===== config.mk =====
export PLATFORM = sky130hd
export DESIGN_NAME = mem_secded_ctrl
export DESIGN_NICKNAME = d
export VERILOG_FILES = /design/src/rtl/secded_pkg.sv /design/src/rtl/secded_decoder.sv /design/src/rtl/mem_secded_ctrl.sv
export SDC_FILE = /design/constraint.sdc
export NUM_CORES = 1
export LEC_CHECK = 0
export ABC_AREA = 1
export CAP_MARGIN = 20
export CORE_MARGIN = 8
export CORE_UTILIZATION = 55
export CTS_CLUSTER_DIAMETER = 40
export DETAILED_ROUTE_END_ITERATION = 8
export PLACE_DENSITY_LB_ADDON = 0.2
export SETUP_SLACK_MARGIN = 0.15
export SYNTH_ARGS = -nofsm -noshare
export SYNTH_HDL_FRONTEND = slang
export SYNTH_SLANG_ARGS = --single-unit

===== constraint.sdc =====
create_clock -name clk -period 2.78 [get_ports clk]
set_input_delay 0.417 -clock clk [delete_from_list [all_inputs] [get_ports clk]]
set_output_delay 0.417 -clock clk [all_outputs]
set_load 0.02 [all_outputs]

===== src/rtl/secded_pkg.sv =====
// secded_pkg: shared constants, types and Hamming(12,8)+overall-parity helpers.
//   DATA_W / CODE_W  : data and codeword widths
//   status_e         : response status codes (clean / corrected / uncorrectable)
//   ctrl_state_e     : controller FSM states
//   DATA_POS         : Hamming position of each data bit d0..d7
//   encode/syndrome/extract : codeword helpers used by controller and decoder
package secded_pkg;

   localparam int DATA_W = 8;
   localparam int CODE_W = 13;

   typedef enum logic [1:0] {
      ST_CLEAN  = 2'b00,
      ST_CORR   = 2'b01,
      ST_UNCORR = 2'b10
   } status_e;

   typedef enum logic [2:0] {
      IDLE = 3'd0,
      WR   = 3'd1,
      RD   = 3'd2,
      WB   = 3'd3,
      RSP  = 3'd4
   } ctrl_state_e;

   localparam int DATA_POS [DATA_W] = '{3, 5, 6, 7, 9, 10, 11, 12};

   // Check bit 2^k covers every position whose index has bit k set.
   function automatic logic [CODE_W-1:0] encode(input logic [DATA_W-1:0] d);
      logic [CODE_W-1:0] cw;
      logic              par;
      cw = '0;
      for (int i = 0; i < DATA_W; i++) cw[DATA_POS[i]] = d[i];
      for (int k = 0; k < 4; k++) begin
         par = 1'b0;
         for (int p = 1; p < CODE_W; p++)
            if (p[k] && (p != (1 << k))) par = par ^ cw[p];
         cw[1 << k] = par;
      end
      cw[0] = ^cw[CODE_W-1:1];
      return cw;
   endfunction

   function automatic logic [3:0] syndrome(input logic [CODE_W-1:0] cw);
      logic [3:0] s;
      s = '0;
      for (int k = 0; k < 4; k++)
         for (int p = 1; p < CODE_W; p++)
            if (p[k]) s[k] = s[k] ^ cw[p];
      return s;
   endfunction

   function automatic logic [DATA_W-1:0] extract(input logic [CODE_W-1:0] cw);
      logic [DATA_W-1:0] d;
      for (int i = 0; i < DATA_W; i++) d[i] = cw[DATA_POS[i]];
      return d;
   endfunction

endpackage


===== src/rtl/secded_decoder.sv =====
// secded_decoder: combinational SEC-DED decode of one codeword.
//   cw     in  13  raw codeword from the array
//   data   out  8  data bits (corrected when correctable, raw otherwise)
//   cw_fix out 13  codeword with the single-bit error flipped back
//   status out  2  ST_CLEAN / ST_CORR / ST_UNCORR
module secded_decoder
   import secded_pkg::*;
(
   input  logic [CODE_W-1:0] cw,
   output logic [DATA_W-1:0] data,
   output logic [CODE_W-1:0] cw_fix,
   output status_e           status
);

   logic [3:0] s;
   logic       pe;

   always_comb begin
      s      = syndrome(cw);
      pe     = ^cw;
      cw_fix = cw;
      status = ST_CLEAN;
      if (pe) begin
         // A syndrome past position 12 cannot come from one flipped bit,
         // so it is reported as uncorrectable rather than guessed at.
         if (s < 4'd13) begin
            cw_fix[s] = ~cw[s];
            status    = ST_CORR;
         end else begin
            status    = ST_UNCORR;
         end
      end else if (s != 4'd0) begin
         status = ST_UNCORR;
      end
      data = extract(cw_fix);
   end

endmodule


===== src/rtl/mem_secded_ctrl.sv =====
// mem_secded_ctrl: SEC-DED access controller with background scrubber.
//   clk, rst_n                    clock, async active-low reset
//   req_valid/ready/we/addr/wdata host request channel
//   rsp_valid/ready/rdata/status  host response channel
//   mem_wr_en/addr/wdata/rdata    codeword array port (combinational read)
//   corr_cnt, uncorr_cnt          saturating error counters
module mem_secded_ctrl
   import secded_pkg::*;
#(
   parameter int SCRUB_INTERVAL = 64,
   parameter int WRITEBACK      = 1
) (
   input  logic              clk,
   input  logic              rst_n,
   input  logic              req_valid,
   output logic              req_ready,
   input  logic              req_we,
   input  logic [3:0]        req_addr,
   input  logic [DATA_W-1:0] req_wdata,
   output logic              rsp_valid,
   input  logic              rsp_ready,
   output logic [DATA_W-1:0] rsp_rdata,
   output logic [1:0]        rsp_status,
   output logic              mem_wr_en,
   output logic [3:0]        mem_addr,
   output logic [CODE_W-1:0] mem_wdata,
   input  logic [CODE_W-1:0] mem_rdata,
   output logic [7:0]        corr_cnt,
   output logic [7:0]        uncorr_cnt
);

   ctrl_state_e       state;
   logic              scrub;       // current operation is a scrub, not a host op
   logic [3:0]        scrub_ptr;
   logic [31:0]       idle_cnt;
   logic [DATA_W-1:0] rd_data_q;
   logic [1:0]        rd_status_q;

   logic [DATA_W-1:0] dec_data;
   logic [CODE_W-1:0] dec_cw;
   status_e           dec_status;

   secded_decoder u_dec (
      .cw     (mem_rdata),
      .data   (dec_data),
      .cw_fix (dec_cw),
      .status (dec_status)
   );

   always_ff @(posedge clk or negedge rst_n) begin
      if (!rst_n) begin
         state       <= IDLE;
         req_ready   <= 1'b1;
         rsp_valid   <= 1'b0;
         rsp_rdata   <= '0;
         rsp_status  <= ST_CLEAN;
         mem_wr_en   <= 1'b0;
         mem_addr    <= '0;
         mem_wdata   <= '0;
         corr_cnt    <= '0;
         uncorr_cnt  <= '0;
         scrub       <= 1'b0;
         scrub_ptr   <= '0;
         idle_cnt    <= '0;
         rd_data_q   <= '0;
         rd_status_q <= ST_CLEAN;
      end else begin
         case (state)
            IDLE: begin
               // Host request has priority over an expiring scrub timer.
               if (req_valid) begin
                  idle_cnt  <= '0;
                  req_ready <= 1'b0;
                  mem_addr  <= req_addr;
                  scrub     <= 1'b0;
                  if (req_we) begin
                     mem_wr_en <= 1'b1;
                     mem_wdata <= encode(req_wdata);
                     state     <= WR;
                  end else begin
                     state     <= RD;
                  end
               end else if (SCRUB_INTERVAL != 0) begin
                  if (idle_cnt == 32'(SCRUB_INTERVAL - 1)) begin
                     idle_cnt  <= '0;
                     req_ready <= 1'b0;
                     mem_addr  <= scrub_ptr;
                     scrub     <= 1'b1;
                     state     <= RD;
                  end else begin
                     idle_cnt  <= idle_cnt + 32'd1;
                  end
               end
            end
            WR: begin
               mem_wr_en  <= 1'b0;
               rsp_valid  <= 1'b1;
               rsp_rdata  <= '0;
               rsp_status <= ST_CLEAN;
               state      <= RSP;
            end
            RD: begin
               if (dec_status == ST_CORR && corr_cnt != 8'hFF)
                  corr_cnt <= corr_cnt + 8'd1;
               if (dec_status == ST_UNCORR && uncorr_cnt != 8'hFF)
                  uncorr_cnt <= uncorr_cnt + 8'd1;
               rd_data_q   <= dec_data;
               rd_status_q <= dec_status;
               // Scrubs always repair; host reads only when WRITEBACK is set.
               if (dec_status == ST_CORR && (scrub || WRITEBACK != 0)) begin
                  mem_wr_en <= 1'b1;
                  mem_wdata <= dec_cw;
                  state     <= WB;
               end else if (scrub) begin
                  scrub_ptr <= scrub_ptr + 4'd1;
                  req_ready <= 1'b1;
                  state     <= IDLE;
               end else begin
                  rsp_valid  <= 1'b1;
                  rsp_rdata  <= dec_data;
                  rsp_status <= dec_status;
                  state      <= RSP;
               end
            end
            WB: begin
               mem_wr_en <= 1'b0;
               if (scrub) begin
                  scrub_ptr <= scrub_ptr + 4'd1;
                  req_ready <= 1'b1;
                  state     <= IDLE;
               end else begin
                  rsp_valid  <= 1'b1;
                  rsp_rdata  <= rd_data_q;
                  rsp_status <= rd_status_q;
                  state      <= RSP;
               end
            end
            RSP: begin
               if (rsp_ready) begin
                  rsp_valid <= 1'b0;
                  req_ready <= 1'b1;
                  state     <= IDLE;
               end
            end
            default: begin
               mem_wr_en <= 1'b0;
               rsp_valid <= 1'b0;
               req_ready <= 1'b1;
               state     <= IDLE;
            end
         endcase
      end
   end

endmodule


==> impl_metrics.yaml, run 1 <==
yosys:
  synth_top_area_share: 0.416
  ys_top_cells_by_area: "dfrtp_1 42%, nand2_1 11%, nor2_1 6.1%"
  ys_ff_latch: 96
  ys_seq_area_frac: 0.421
  synthTopCellsByCount: "169 x nand2_1, 95 x dfrtp_1, 93 x nor2_1"
  syn_area_um2: 5720
  synthArstFlopShare: 1.00
  synthFlopType: "dfrtp_1"
  syn-num-nets: 753
  synth-edff-count: 0
  syn_inst: 719
  synth.yosys.warnings: 0
  postSynthAreaPerCell_um2: 7.95
  synth_cell_types: 45
  yosysMostFrequentCell: "nand2_1"
  synth_largest_area_cell: "dfrtp_1"
sta:
  min_period_ns: 2.46
  slew_violations: 0
  rsz0062_at_grt: "false"
  relSlewSlack: 0.472
  clock.fmax_mhz: 407
  fin_crit_sh: 0.884
  setup_violations: 0
  worst-slew-pin-transition_ns: 0.792
  clock_skew_ns: 0.0146
  finalHoldViolCount: 0
finish:
  stdcell_area_um2: 6920
  stdcell_count: 948
  syn_to_final_growth_pct: 21.1
  diodes: 0
  nNetsFinal: 841
  drive_gt1_frac: 0.121
min_path:
  min_path_type: "in -> async"
worst_setup_path:
  reg2reg_depth: 14
  critPathKind: "in -> reg"
  startpoint_type: "primary input"
  cp-end-kind: "flop"
  crit_required_ns: 3.04
  r2r_setup_slack_ns: 0.44
  r2r_start: "state[0]"
  reg2reg_to: "idle_cnt[31]"
  crit_arrival_ns: 2.71
  path_max_fanout: 5
power:
  p_leak_nw: 3.17
  powerDensity_nw_per_um2: 823
  ir_worst_vdd_mv: 0.618
cts:
  clk_path_buf_depth: 2
  holdBufCountCts: 0
  cts_buffers: 9
  clk_latency_ns: 0.37
  cts-root-buf: "clkbuf_8"
  clkTransAtPathRegs_ns: 0.10
  clock_sinks: 96
  htree_levels: 3
  cts_tree: "yes"
die:
  fp.coreArea_um2: 10200
  io-pin-count: 76
  die-area_um2: 13900
  die_w_um: 118
  start_util: 0.559
  rows: 37
  die_height_um: 118
route:
  wl_per_cell_um: 14.7
  postRouteAntennaNets: 0
  wl_mm: 14.0
  num_vias: 5034
  via_per_inst: 5.31
  first_iter_violations: 477
  dr.pass1.iters: 5
  drc: 0
grt:
  antenna_found_initial: 0
  grt_pass1_vias: 5062
  grt_max_degree: 52
  track_usage: 0.206
  grt_pass1_wl_mm: 24.2
  overflow: 0
placed_design:
  gp_congestion: 0.920
  placed_area_um2: 6650
  dp_hpwl_mm: 10.7
  dp.cells: 929
  portBuffers: 75
run:
  maxCapViolations: 0
run_status:
  status: "completed"
area by class of cell:
class | instances | area [µm²]
fill | 876 | 3310
multi-input combinational | 543 | 2990
sequential | 96 | 2400
timing repair buffer | 91 | 883
inverter | 66 | 262
tap | 136 | 170
clock buffer | 9 | 124
clock inverter | 7 | 90.1
cells in the final DEF (no fill, tap or decap), types with 3 or more instances in the layout:
master           instances
nand2_2                  9
inv_1                   58
mux2_2                   3
nor2_1                  93
nor2_2                   8
clkbuf_8                 9
a21oi_2                  7
o31ai_1                  3
nand4_1                 21
nand2_1                169
a21oi_1                 48
o21ai_0                 12
nand3b_1                 7
xor2_1                  21
nor2_4                   7
ha_1                     4
nor3_1                  18
nand3_2                  6
xnor2_1                 26
buf_4                   16
nor4_1                  10
clkdlybuf4s50_1         73
nand3_1                 39
dfrtp_1                 95
nand2_4                  6
inv_2                    4
nand2_8                  3
a31oi_1                  5
worst max-delay path: stages:
cell and delay [ns]:
clkdlybuf4s50_1 0.60, inv_2 0.07, nand2_2 0.08, nand2_2 0.10, xor2_2 0.20, nand2_1 0.10
nand2_2 0.10, nor2_4 0.16, nand2_4 0.09, nand2_4 0.11, nand2_4 0.07, nor2_4 0.19
nand2_4 0.10, nor2_4 0.12, nand2_1 0.08, xnor2_1 0.12
per-stage QoR:
| stage | setup slack [ns] | utilization | power [mW] | setup TNS (ns) | hold WS, ns |
|---|---|---|---|---|---|
| 3_5_place_dp | -0.0329 | 0.650 | 4.70 | -0.163 | 0.466 |
| 2_1_floorplan | 0.734 | - | 3.72 | 0 | 0.121 |
| 6_report | 0.321 | 0.677 | 5.70 | 0 | 0.0589 |
| 4_1_cts | 0.358 | 0.671 | 5.69 | 0 | 0.0649 |
| 5_1_grt | 0.158 | 0.677 | 6.09 | 0 | 0.0928 |
| 3_3_place_gp | 0.0541 | 0.650 | 4.63 | 0 | 0.459 |
how the worst max path moves through the flow:
stage                     cells after the start         start             to  slack [ns]
final                                        16  mem_rdata[7]  uncorr_cnt[5]        0.32
after global routing                         19  mem_rdata[3]  uncorr_cnt[5]        0.16
after CTS                                    19  mem_rdata[9]  uncorr_cnt[5]        0.36
after detailed placement                     19  mem_rdata[9]  uncorr_cnt[5]       -0.03
after global placement                       15  mem_rdata[5]   rsp_rdata[5]        0.05
after floorplan                              11  mem_rdata[5]   scrub_ptr[1]        0.73
routing by layer:
metal,vias up,GRT usage,share of wire
li1,2524,-,-
met1,2354,0.248,0.43
met2,132,0.354,0.50
met3,24,0.0532,0.048
met4,0,0.0584,0.018
met5,-,0,0
power breakdown:
part           total, mW  switching [mW]  internal (mW)
combinational       2.61            1.54           1.07
clock              0.986           0.548          0.438
sequential          2.10           0.299           1.80
total               5.70            2.39           3.31
state kept, by name, indices dropped and copies added (netlist names), 3 cells and up:
name and count:
scrub_ptr 4, state 3, uncorr_cnt 8, mem_addr 4, idle_cnt 32, mem_wdata 13, rsp_rdata 8, rd_data_q 8
corr_cnt 8
cell families after synthesis:
family / count (synthesis) / synth area share
AOI/OAI and AO/OA: 83 / 0.0832
DFF: 96 / 0.421
buffers and inverters: 80 / 0.0620
and+or+nand+nor: 403 / 0.343
adders and majority gates: 4 / 0.00876
muxes: 3 / 0.00591
xor gates and xnor gates: 50 / 0.0766
timing repair:
action / in CTS / in global routing
resized for setup: 0 / 6
setup endpoints to repair: 0 / 8
setup buffers: 0 / 3
endpoints found under the hold margin: 0 / 0
Power figures use the tool's default switching activity.
==> inputs of run 2 (changes only) <==
SETUP_SLACK_MARGIN = default   (was 0.15)
SYNTH_HIERARCHICAL = 1   (was default)
==> run 2 against run 1 <==
Compared with the run above:
- hold slack worse by 0.012 ns
- core utilization grew 3.7 points
- first-iteration DRC count shrank 17%
- clock-buffer cell count rose by 3
- critical endpoint is now mem_wdata[0]
- die area up 8.2%
- wire length rose by 22%
- clock power increased by 23%
- largest power group unchanged
- global-route usage is 2.0 points higher
- sequential cell count unchanged
- register-to-register slack improved by 0.18 ns
- fmax is 5.9% lower
- combinational power increased by 9.6%
==> impl_metrics.yaml, run 2 <==
run_status:
  status: "completed"
yosys:
  yosysMostFrequentCell: "nand2_1"
  ys_ff_latch: 96
  synthArstFlopShare: 1.00
  synth_cell_types: 43
  ys_top_cells_by_area: "dfrtp_1 38%, nand2_1 15%, nand3_1 6.4%"
  synth-edff-count: 0
  synth.yosys.warnings: 6
  syn_inst: 887
  synthFlopType: "dfrtp_1"
  syn_area_um2: 6260
  postSynthAreaPerCell_um2: 7.06
  syn-num-nets: 921
  synth_largest_area_cell: "dfrtp_1"
  synth_top_area_share: 0.380
  synthTopCellsByCount: "256 x nand2_1, 96 x nor2_1, 95 x dfrtp_1"
  ys_seq_area_frac: 0.384
sta:
  setup_ws_ns: 0.166
  clock_skew_ns: 0.00793
  rsz0062_at_grt: "false"
  fin_crit_sh: 0.940
  fin_setup_tns_ns: 0
  relSlewSlack: 0.639
  setup_violations: 0
  worst-slew-pin-transition_ns: 0.541
  min_period_ns: 2.61
  clock.fmax_mhz: 383
  finalHoldViolCount: 0
  slew_violations: 0
worst_setup_path:
  cp-end-kind: "flop"
  endpoint: "mem_wdata[0]"
  path_max_fanout: 5
  critPathKind: "in -> reg"
  reg2reg_depth: 9
  critPathLaunch: "mem_rdata[10]"
  crit_required_ns: 3.03
  startpoint_type: "primary input"
  crit_arrival_ns: 2.86
  r2r_setup_slack_ns: 0.62
  r2r_start: "idle_cnt[0]"
  reg2reg_to: "idle_cnt[10]"
placed_design:
  dp_slack_ns: -0.334
  portBuffers: 75
  dp_hpwl_mm: 12.7
  gp_congestion: 0.941
route:
  wl_per_cell_um: 14.6
  dr.pass1.iters: 5
  num_vias: 6270
  via_per_inst: 5.37
  drc: 0
  wl_mm: 17.1
  first_iter_violations: 398
  postRouteAntennaNets: 0
die:
  fp.coreArea_um2: 11300
  start_util: 0.555
  io-pin-count: 76
  die_height_um: 123
  die-area_um2: 15100
  rows: 39
  die_w_um: 123
run:
  maxCapViolations: 0
cts:
  clk_path_buf_depth: 2
  clock_sinks: 96
  clk_latency_ns: 0.35
  cts_buffers: 9
  cts_tree: "yes"
  cts-root-buf: "clkbuf_16"
  clkTransAtPathRegs_ns: 0.07
  htree_levels: 3
finish:
  diodes: 0
  largest_reg_flops: 32
  regMostFlops: "idle_cnt"
  drive_gt1_frac: 0.155
  final_cell_mix: "249 x nand2_1, 95 x nor2_1, 95 x dfrtp_1"
  final_common_cell: "nand2_1"
  largestRegisters: "idle_cnt (32), mem_wdata (13)"
  nNetsFinal: 1053
  syn_to_final_growth_pct: 28.4
grt:
  antenna_found_initial: 0
  grt_pass1_wl_mm: 27.7
  track_usage: 0.226
  grt_pass1_vias: 5948
  overflow: 0
  grt_max_degree: 42
power:
  ir_worst_vdd_mv: 0.641
  power_mw: 6.18
  p_leak_nw: 3.92
  powerDensity_nw_per_um2: 769
min_path:
  min_path_type: "in -> async"
[run 2: cell types whose count changed after synthesis, moves of 8 or more]
cell / delta
inv_1: +30
nand4_1: +11
xnor2_1: -10
o21ai_0: +27
a21oi_1: -28
nand2_1: +87
a31oi_1: +16
buf_4: +9
nor4_1: -8
nand3_1: +41
[run 2: what timing repair did]
item                                    in CTS  in global routing
resized for setup                            0                 31
hold buffers                                 0                  0
setup buffers                                0                  5
hold endpoints to repair                     0                  0
endpoints found under the setup margin       0                 41
[run 2: how the worst min path moves through the flow]
| stage | from | endpoint | cells past startpoint |
|---|---|---|---|
| 6_report | rst_n | idle_cnt[25] | 1 |
| 5_1_grt | rst_n | idle_cnt[0] | 1 |
| 4_1_cts | rst_n | mem_wdata[2] | 1 |
| 3_5_place_dp | rst_n | idle_cnt[26] | 1 |
| 3_3_place_gp | rst_n | idle_cnt[26] | 1 |
| 2_1_floorplan | rst_n | corr_cnt[0] | 0 |
[run 2: through the flow]
stage	instances	area, µm²	util	hold WS (ns)
floorplan	887	6260	-	0.121
CTS	1161	7860	0.698	0.0598
global placement	1145	7580	0.672	0.432
finish	1167	8040	0.713	0.0465
detailed placement	1145	7580	0.672	0.440
global route	1167	8040	0.713	0.0939
[run 2: per-layer routing]
layer / vias to the layer above / GRT usage / wire length, µm
li1: 3129 / - / -
met3: 33 / 0.0391 / 850
met1: 2924 / 0.282 / 7380
met2: 184 / 0.385 / 8490
met5: - / 0 / 0
met4: 0 / 0.0800 / 365
[run 2: power breakdown]
| part | internal, mW | switching [mW] | total (mW) | leakage [nW] |
|---|---|---|---|---|
| clock | 0.645 | 0.564 | 1.21 | 0.136 |
| combinational | 1.20 | 1.66 | 2.86 | 2.55 |
| sequential | 1.81 | 0.304 | 2.12 | 1.23 |
[run 2: critical path, cell delays in order]
cell,delay (ns)
clkdlybuf4s50_1,0.45
nor2_1,0.12
clkinv_1,0.09
nand2_2,0.09
inv_2,0.04
buf_4,0.12
nand3_1,0.08
nand2_2,0.12
nand2_4,0.11
a21oi_2,0.06
a21oi_1,0.12
inv_1,0.07
nand2_2,0.10
nor2_4,0.04
buf_12,0.15
a31oi_4,0.22
inv_4,0.09
or2_2,0.28
nand2_1,0.06
inv_1,0.03
[run 2: kinds of logic (layout without fill, tap and decap cells)]
group / count (synthesis) / in the layout / share of synthesized area
xor gates and xnor gates: 38 / 38 / 0.0532
muxes: 2 / 2 / 0.00340
buffers and inverters: 130 / 267 / 0.0867
DFF: 96 / 96 / 0.384
and+or+nand+nor: 532 / 532 / 0.389
adders and majority gates: 4 / 4 / 0.00799
AOI/OAI and AO/OA: 85 / 85 / 0.0761
[run 2: cell type report]
class                   instances  area (µm²)
multi-input cells             661        3380
well taps                     143         179
fillers                       933        3230
clock buffers                  12         246
repair buffers                150        1410
flip-flops and latches         96        2400
clock inverters                 4        36.3
inverters                     101         382
==> inputs of run 3 (changes only) <==
HOLD_SLACK_MARGIN = 0.1   (was default)
SETUP_SLACK_MARGIN = 0.05   (was default)
==> run 3 against run 2 <==
Compared with the run above:
- sequential cell count did not move
- sequential power barely moved
- core utilization rose by 0.11 points
- wire length fell by 0.46%
- sequential share of layout area barely moved
- global-route usage barely moved
- non-clock buffer count rose by 2
- critical path type unchanged
- largest power group unchanged
- highest routed layer unchanged
==> impl_metrics.yaml, run 3 (same netlist as run 2, synthesis figures left out) <==
route:
  wl_mm: 17.0
  via_per_inst: 5.37
  dr.pass1.iters: 5
  num_vias: 6280
  postRouteAntennaNets: 0
  first_iter_violations: 419
  wl_per_cell_um: 14.5
  drc: 0
sta:
  setup_violations: 0
  rsz0062_at_grt: "false"
  fin_setup_tns_ns: 0
  clock.fmax_mhz: 385
  setup_ws_ns: 0.179
  clock_skew_ns: 0.00895
  min_period_ns: 2.60
  slew_violations: 0
  fin_crit_sh: 0.935
  finalHoldViolCount: 0
  worst-slew-pin-transition_ns: 0.545
  relSlewSlack: 0.637
worst_setup_path:
  reg2reg_to: "idle_cnt[10]"
  path_buf_inv: 8
  crit_required_ns: 3.03
  path_max_fanout: 5
  critPathKind: "in -> reg"
  cp_slowest_stage_delay_ns: 0.46
  reg2reg_depth: 9
  path_cells: "clkdlybuf4s50_1 > nor2_1 > clkinv_1 > nand2_2 > inv_2 > buf_4 > nand3_1 > nand2_2 > nand2_4 > a21oi_2 > a21oi_1 > inv_1 > nand2_2 > nor2_4 > buf_12 > a31oi_4 > inv_4 > or2_2 > nand2_1 > inv_1"
  crit_arrival_ns: 2.85
  cp-end-kind: "flop"
  startpoint_type: "primary input"
  slowest_stage: "clkdlybuf4s50_1"
  cp.depth: 20
  cp_top_family: "buffers and inverters"
  r2r_start: "idle_cnt[0]"
  cp_common_cell: "nand2_2"
  r2r_setup_slack_ns: 0.61
finish:
  stdcell_count: 1169
  num-fill-cells: 933
  syn_to_final_growth_pct: 28.6
  post-route-util: 0.714
  largestRegisters: "idle_cnt (32), mem_wdata (13)"
  stdcell_area_um2: 8050
  final_common_cell: "nand2_1"
  regArea_um2: 2400
  largest_reg_flops: 32
  regMostFlops: "idle_cnt"
  multi_input_area_um2: 3370
  diodes: 0
  nNetsFinal: 1055
  final_cell_mix: "249 x nand2_1, 96 x nor2_1, 95 x dfrtp_1"
  drive_gt1_frac: 0.155
min_path:
  hold_start: "req_ready"
  holdPathStages: 2
  min_path_type: "reg -> reg"
  holdPathEnd: "req_ready"
die:
  rows: 39
  die_w_um: 123
  die-area_um2: 15100
  die_height_um: 123
  fp.coreArea_um2: 11300
  start_util: 0.555
  io-pin-count: 76
power:
  powerDensity_nw_per_um2: 767
  ir_worst_vdd_mv: 0.644
  p_leak_nw: 3.94
placed_design:
  dp_hpwl_mm: 12.7
  placed_area_um2: 7580
  gp_congestion: 0.941
  dp_slack_ns: -0.334
  portBuffers: 75
  dp.cells: 1145
cts:
  clock_sinks: 96
  clk_path_buf_depth: 2
  htree_levels: 3
  cts-root-buf: "clkbuf_16"
  clk_latency_ns: 0.35
  clkTransAtPathRegs_ns: 0.07
  cts_tree: "yes"
  cts_buffers: 9
grt:
  overflow: 0
  grt_pass1_vias: 5952
  grt_pass1_wl_mm: 27.7
  antenna_found_initial: 0
  grt_max_degree: 42
  track_usage: 0.226
run:
  maxCapViolations: 0
run_status:
  status: "completed"
run 3: changes by cell type in the layout (fill, tap and decap cells not counted):
cell	previous run	this run
clkdlybuf4s50_1	64	63
nor2_1	95	96
dlygate4sd3_1	0	1
dlymetal6s2s_1	10	11
nor2_4	5	4
buf_4	69	70
run 3: worst max-delay path by stage:
| stage | from | to | slack (ns) |
|---|---|---|---|
| floorplan | mem_rdata[2] | corr_cnt[4] | 0.21 |
| global placement | mem_rdata[7] | uncorr_cnt[1] | -0.26 |
| detailed placement | mem_rdata[3] | scrub_ptr[1] | -0.33 |
| CTS | mem_rdata[3] | rsp_rdata[5] | 0.06 |
| global route | mem_rdata[11] | mem_wdata[0] | 0.06 |
| finish | mem_rdata[11] | mem_wdata[0] | 0.18 |
run 3: worst min-delay path, stage by stage (launching register included):
cell and delay (ns):
dfstp_2 0.38, nand2_1 0.05, nand2_1 0.04
run 3: where the power goes:
part / switching, mW / total, mW / internal, mW
combinational: 1.66 / 2.86 / 1.20
sequential: 0.303 / 2.11 / 1.81
clock: 0.557 / 1.20 / 0.645
run 3: layout make-up:
cell class | instances | area share
clock buffers | 12 | 0.0306
clock inverters | 4 | 0.00451
inverters | 101 | 0.0474
multi-input cells | 661 | 0.419
flip-flops and latches | 96 | 0.299
well taps | 143 | 0.0222
repair buffers | 152 | 0.178
run 3: per-stage QoR:
step | total power, mW | hold WS, ns
6_report | 6.18 | 0.471
5_1_grt | 6.55 | 0.486
4_1_cts | 6.14 | 0.471
3_5_place_dp | 4.90 | 0.440
3_3_place_gp | 4.85 | 0.432
2_1_floorplan | 3.72 | 0.121
run 3: metal layers:
layer,up-vias,GRT usage,share of wire
li1,3133,-,-
met1,2941,0.282,0.44
met2,174,0.384,0.49
met3,32,0.0386,0.047
met4,0,0.0800,0.022
met5,-,0,0
run 3: what timing repair did:
item                                    in CTS  in global routing
gates cloned                                 0                  1
hold buffers                                 1                  0
endpoints found under the setup margin       4                 46
endpoints found under the hold margin       38                  0
pin swaps                                    1                  9
gates resized for setup                      0                 30
buffers inserted                             1                  5
